File: src/rtl/regdst_sel_pipe.sv
// regdst_sel_pipe: buffered writeback destination-register selector with a DEPTH-entry valid/ready FIFO.
// Optional ZERO_REG_SUPPRESS_EN: clear the stored regwrite flag when the selected index is 0.
module regdst_sel_pipe #(
    parameter int WIDTH      = 5,
    parameter int N_ENTRADAS = 4,
    parameter int SEL_W      = 2,
    parameter int DEPTH      = 2
) (
    input  logic                        clk,
    input  logic                        reset_n,
    input  logic [N_ENTRADAS*WIDTH-1:0] entradas,
    input  logic [SEL_W-1:0]            seletor,
    input  logic                        escreve_in,
    input  logic                        in_valid,
    output logic                        in_ready,
    output logic [WIDTH-1:0]            saida,
    output logic                        escreve_out,
    output logic                        out_valid,
    input  logic                        out_ready,
    input  logic                        flush,
    output logic [$clog2(DEPTH):0]      ocupacao,
    output logic                        erro_sel
);
    localparam int PTR_W = $clog2(DEPTH);
    localparam int OCC_W = PTR_W + 1;
    localparam logic [OCC_W-1:0] OCC_ONE  = OCC_W'(1);
    localparam logic [OCC_W-1:0] OCC_LAST = OCC_W'(DEPTH - 1);

    typedef enum logic [1:0] {VAZIO, PARCIAL, CHEIO} state_t;

    state_t             state_q, state_d;
    logic [PTR_W-1:0]   wr_ptr_q, wr_ptr_d, rd_ptr_q, rd_ptr_d;
    logic [OCC_W-1:0]   ocup_q, ocup_d;
    logic               erro_q, erro_d;
    logic [WIDTH:0]     mem_q [DEPTH];
    logic [WIDTH-1:0]   sel_idx;
    logic               sel_ok, esc_new, push, pop;
    logic [WIDTH:0]     head;

    always_comb begin
        sel_idx = '0;
        sel_ok  = 1'b0;
        for (int i = 0; i < N_ENTRADAS; i++) begin
            if (seletor == SEL_W'(i)) begin
                sel_idx = entradas[i*WIDTH +: WIDTH];
                sel_ok  = 1'b1;
            end
        end
`ifdef ZERO_REG_SUPPRESS_EN
        esc_new = sel_ok & escreve_in & (|sel_idx);
`else
        esc_new = sel_ok & escreve_in;
`endif
    end

    assign in_ready  = (state_q != CHEIO);
    assign out_valid = (state_q != VAZIO);
    assign push      = in_valid & in_ready & ~flush;
    assign pop       = out_valid & out_ready & ~flush;

    always_comb begin
        wr_ptr_d = flush ? '0 : push ? wr_ptr_q + PTR_W'(1) : wr_ptr_q;
        rd_ptr_d = flush ? '0 : pop ? rd_ptr_q + PTR_W'(1) : rd_ptr_q;
        ocup_d   = flush ? '0 : (push && !pop) ? ocup_q + OCC_ONE
                 : (pop && !push) ? ocup_q - OCC_ONE : ocup_q;
        erro_d   = flush ? 1'b0 : erro_q | (push & ~sel_ok);
        state_d  = state_q;
        unique case (state_q)
            VAZIO:   state_d = push ? PARCIAL : VAZIO;
            PARCIAL: state_d = (push && !pop && ocup_q == OCC_LAST) ? CHEIO
                             : (pop && !push && ocup_q == OCC_ONE) ? VAZIO : PARCIAL;
            CHEIO:   state_d = pop ? PARCIAL : CHEIO;
            default: state_d = VAZIO;
        endcase
        if (flush) state_d = VAZIO;
    end

    always_ff @(posedge clk or negedge reset_n) begin
        if (!reset_n) begin
            state_q  <= VAZIO;
            wr_ptr_q <= '0;
            rd_ptr_q <= '0;
            ocup_q   <= '0;
            erro_q   <= 1'b0;
        end else begin
            state_q  <= state_d;
            wr_ptr_q <= wr_ptr_d;
            rd_ptr_q <= rd_ptr_d;
            ocup_q   <= ocup_d;
            erro_q   <= erro_d;
        end
    end

    // Storage is deliberately left out of reset; occupancy alone decides what is valid.
    always_ff @(posedge clk) begin
        if (push) mem_q[wr_ptr_q] <= {esc_new, sel_idx};
    end

    assign head        = mem_q[rd_ptr_q];
    assign saida       = out_valid ? head[WIDTH-1:0] : '0;
    assign escreve_out = out_valid & head[WIDTH];
    assign ocupacao    = ocup_q;
    assign erro_sel    = erro_q;
endmodule

File: config.mk
export PLATFORM = sky130hd
export DESIGN_NAME = regdst_sel_pipe
export DESIGN_NICKNAME = d
export VERILOG_FILES = /design/src/rtl/regdst_sel_pipe.sv
export SDC_FILE = /design/constraint.sdc
export NUM_CORES = 1
export LEC_CHECK = 0
export CAP_MARGIN = 10
export CORE_AREA = 2 2 54 56
export CTS_BUF_LIST = sky130_fd_sc_hd__clkbuf_16
export DETAILED_ROUTE_END_ITERATION = 12
export DIE_AREA = 0 0 56 58
export PLACE_DENSITY = 0.72
export SLEW_MARGIN = 20
export SYNTH_ARGS = -nofsm -noshare
export SYNTH_HDL_FRONTEND = slang
export SYNTH_SLANG_ARGS = --single-unit
File: constraint.sdc
create_clock -name clk -period 1.45 [get_ports clk]
set_input_delay 0.3625 -clock clk [delete_from_list [all_inputs] [get_ports clk]]
set_output_delay 0.3625 -clock clk [all_outputs]
set_load 0.02 [all_outputs]
### After elaboration in Yosys (flattened, before gate mapping)

Memory sizes are Yosys's and may differ from the RTL's.
Cells that the tools add are included.

* bits in registers: 7
* input bits: 28
* output and inout bits: 11
* memory bits (writable): 12
* memories kept: 1

* bitwise logic cells: 10
* add/subtract/negate cells: 4
* reductions and logical operators: 12
* multiplexer cells: 25
* eq/ne operators: 7

Memory list
* mem_q: depth 2, bits a word 6, rd ports 1, clocked after memory_dff 0, write ports 1, line 35 `logic [WIDTH:0] mem_q [DEPTH];`

Operators with widths (count)
* $mux 5: 5
* $mux 1: 13
* $mux 2: 6
* $and 1x1->1: 7
* $eq 2x1->1 const B: 3
* $eq 2x2->1 const B: 3
* $pmux 2 s3: 1
* $reduce_bool 2->1: 3
* $logic_and 1x1->1: 4
* $logic_not 2->1: 2
* $reduce_bool 3->1: 1
* $add 1x1->1 const B: 2
* $add 2x1->2 const B: 1
* $logic_not 1->1: 2
* $ne 2x2->1 const B: 1
* $not 1->1: 2
* $sub 2x1->2 const B: 1
* $or 1x1->1: 1

### Longest topological paths before layout

* word-level depth: 10
* mapped depth: 4
* mapped depth without buffers: 4

### Worst setup path after synthesis

No wires, ideal clock.

* path kind: reg2reg
* from: register state_q[1]
* to: memory mem_q[0][0] (netlist bit) (enable)
* arrival time: 1233 ps
* buffers on the path: 0
* slack: -132 ps
* stages on the path, launching flop included: 4
* cell sequence: dfrtp_1 -> nor2b_2 -> or3_4 -> nor2_1

* longest elaborated chain between the ends: 5

RTL lines
* start, declared: line 31 `state_t state_q, state_d;`
* start signal, assigned: line 86 `state_q <= state_d;`
* $ne 2x2->1: line 56 `assign in_ready = (state_q != CHEIO);`
* $and 1x1->1 (2 in a row): line 58 `assign push = in_valid & in_ready & ~flush;`
* $mux 1: line 96 `if (push) mem_q[wr_ptr_q] <= {esc_new, sel_idx};`
* $mux 1 (not written as such): line 96
* end, declared: line 35

No other way between the ends.

### Worst setup path in the final report

* from: register rd_ptr_q
* to: output port saida[3]

* longest elaborated chain between the ends: 2

RTL lines
* start, declared: line 32 `logic [PTR_W-1:0] wr_ptr_q, wr_ptr_d, rd_ptr_q, rd_ptr_d;`
* start signal, assigned: line 88 `rd_ptr_q <= rd_ptr_d;`
* $mem_v2 2x6
* $mux 5: line 100 `assign saida = out_valid ? head[WIDTH-1:0] : '0;`
* end, declared: line 16 `output logic [WIDTH-1:0] saida,`

No other way between the ends.

==> metrics.md <==
| Metric | Value |
|---|---|
| CP max stage cell | dfrtp_2 |
| Commonest cells in the netlist | edfxtp_1 (12), nor2_1 (10), mux2i_1 (8), dfrtp_1 (7) |
| Ratio of cells with drive above 1 in the final layout | between 30 and 40% |
| Crit. End Element | output port |
| Initial antenna violation count | 0 |
| H-tree levels | 1 |
| CP Class | register to output port |
| Worst-Skew Late Latency | around 0.25 ns |
| Post-synth top area share | a little under two fifths |
| Worst Path Arrival | roughly 1.2 ns |
| Synth area leaders | edfxtp_1 (37%), dfrtp_1 (18%), mux4_2 (12%) |
| Req. time, crit path | about 1.1 ns |
| CTS Buffer Depth | 2 |
| Finished Cell Area | 0.001594 mm^2 |
| CP Max Fanout | 7 |
| Rel. slew slack | 76.93% |
| Min-delay worst type | primary input to async pin |
| Gpl congestion | roughly 0.70 |
| Global Route Usage Sum | between 10% and 20% |
| Final Net Count | ~160 |
| DRC | 0 |
| RR Endpoint | mem_q[0][0] |
| IO Port Bufs | 38 |
| Crit path largest cell delay | roughly 0.46 ns |
| Netlist cell types | 29 |
| Post-synthesis sequential area ratio | 55.01% |
| Final setup vio count | 7 |
| Post-synth EDFFs | 12 |
| Worst r2r src | state_q[0] |
| FF+latch area | around 540 um^2 |
| Fill cells | 223 |
| Clk root buf | clkbuf_16 |
| Synthesized area | ~970 um^2 |
| Die Wd | ~56 um |
| Initial Util | 36.56% |
| Reg2reg path depth | 4 |
| Drt via density | ~5 |
| Worst setup SP type | register |
| Vias in the first global route | 824 |
| CTS Buf Count | 3 |
| Net count after synthesis | 100 |
| TNS Setup | -0.3686 ns |
| Final Hold Vio Count | 0 |
| Failing checks | negative setup slack |
| Most common cell in the netlist | edfxtp_1 |
| First drt pass iteration count | 4 |
| Initial DRC Count | 4 |
| Synth Register Bits | 19 |
| Routed wl met3 | approximately 200 um |
| Area post-placement | 0.001481 mm^2 |
| Core area | around 0.0027 mm^2 |
| HPWL Detailed | 1705 um |
| CTS sink count | 19 |
| P_leak | between 0.0006 and 0.0007 uW |
| CTS tree | yes |
| Final wirelength | between 2000 and 2500 um |
| Setup Skew | about 0.002 ns |
| Crit path time final | 1.576 ns |
| Tcrit/Tclk final | 108.7% |
| R2R Setup Slk | about 0.02 ns |
| WL met2 | between 1000 and 1500 um |
| Multi-input logic area | around 430 um^2 |
| RSZ-0062 raised after global routing | yes |
| Fin. max-slew vios | 0 |
| Post-DRT Antenna Nets | 0 |
| Max cap viols | 0 |
| Prevailing post-synth register cell | edfxtp_1 |
| Largest net degree at the start of global routing | 12 |
| Area grow syn2layout | 63.75% |
| First-pass GRT wire length | between 3000 and 4000 um |
| FMAX | about 630 MHz |
| Critical-path cell list | buf_6 > mux2i_1 > nor2_1 > buf_4 |
| Slew @ Worst Pin | approximately 0.34 ns |
| Avg Inst Size Synth | around 14 um^2 |
| Dominant cell type by area after synthesis | edfxtp_1 |
| GRT overflow | 0 |
| I/O Pins | 39 |
| Yosys synthesis warning count | 0 |
| Ant. Diodes | 0 |
| Vias | just under 800 |
| Die H | approximately 58 um |
| Setup ws final | -0.1258 ns |
| Outcome | finished with violations |
| Met1 wire length | slightly above 800 um |
| Die area | around 0.0032 mm^2 |
| Cell Rows | 19 |
| Peak supply drop | about 720 uV |
| Synthesized instance count | a little over 70 |
| WL/cell | between 10 and 15 um |
| Reg clk slew, reported paths | 0.05 ns |
| Highest routing layer actually used | met4 |
| Synth async-reset ratio | between 30% and 40% |
| PwrDens | ~960 mW/mm^2 |
[per-layer routing]
layer,vias to the layer above,GRT usage [%]
li1,375,-
met1,367,15.97
met2,31,27.73
met3,5,5.134
met4,0,8.163
met5,-,0
[critical path, delay by kind of cell, from the launching register on]
kind          cells  cell delay [ns]
flops             1             0.46
mux               1             0.17
buf+inv           2             0.27
simple gates      1             0.05
[where the power goes]
part / total (uW) / switching, uW / internal [uW] / leakage [uW]
logic: 339 / 144 / 194 / 0.000414
registers: 635 / 21.9 / 613 / 0.000202
clock network: 559 / 190 / 369 / 0.0000409
total: 1530 / 356 / 1180 / 0.000657
[per-stage QoR]
| stage | hold slack, ns | total power, uW | cells | setup WS (ns) | util (%) |
|---|---|---|---|---|---|
| finish | 0.3809 | 1532 | 157 | -0.1258 | 59.87 |
| global route | 0.4108 | 1611 | 157 | -0.1794 | 59.87 |
| CTS | 0.3989 | 1544 | 156 | -0.1493 | 58.88 |
| detailed placement | 0.4981 | 979.4 | 150 | -0.4581 | 55.64 |
| global placement | 0.5103 | 969.7 | 150 | -0.4049 | 55.64 |
| floorplan | 0.06691 | 797.3 | 71 | -0.02755 | - |
[layout by cell type (no fill, tap or decap), types with 2 or more instances in the layout]
master / n
dlygate4sd2_1: 6
dfrtp_1: 6
clkbuf_16: 3
clkdlybuf4s50_1: 23
edfxtp_1: 12
inv_2: 2
buf_6: 5
nor2_1: 8
nor2_4: 2
inv_1: 4
buf_2: 3
mux2i_1: 8
buf_4: 16
mux4_2: 5
[kinds of logic (layout without fill, tap and decap cells)]
logic type | Yosys count | after routing | share of synthesized area (%)
xor gates and xnor gates | 2 | 2 | 1.800
AOI/OAI and AO/OA | 9 | 9 | 7.840
and+or+nand+nor | 17 | 17 | 9.383
buffers and inverters | 9 | 64 | 3.727
DFF | 19 | 19 | 55.01
muxes | 14 | 14 | 20.95
adders and majority gates | 1 | 1 | 1.285
[timing repair]
| action | CTS | global route |
|---|---|---|
| setup buffers | 2 | 1 |
| hold buffers | 0 | 0 |
| pin swaps | 3 | 3 |
| cloned | 0 | 0 |
| endpoints found under the setup margin | 33 | 21 |
| gates resized for setup | 50 | 5 |
[flip-flops by register name (all words and copies together) (netlist names)]
name      flops
erro_sel      1
mem_q        12
ocupacao      2
rd_ptr_q      1
state_q       2
wr_ptr_q      1
[worst max-delay path by stage]
stage | from | to | slack [ns] | depth (start not counted)
floorplan | state_q[1] | mem_q[0][0] | -0.03 | 3
global placement | in_valid | mem_q[1][4] | -0.40 | 4
detailed placement | in_valid | mem_q[0][1] | -0.46 | 4
CTS | rd_ptr_q | saida[3] | -0.15 | 4
global route | rd_ptr_q | saida[3] | -0.18 | 4
finish | rd_ptr_q | saida[3] | -0.13 | 4
[final cells by class]
class	count	area share, %
timing repair buffer	54	30.53
inverter	6	1.413
sequential	19	33.67
multi-input combinational	43	26.92
clock buffer	3	4.710
tap	31	2.433
clock inverter	1	0.3140
No activity file was read; power rests on OpenSTA's default activity.
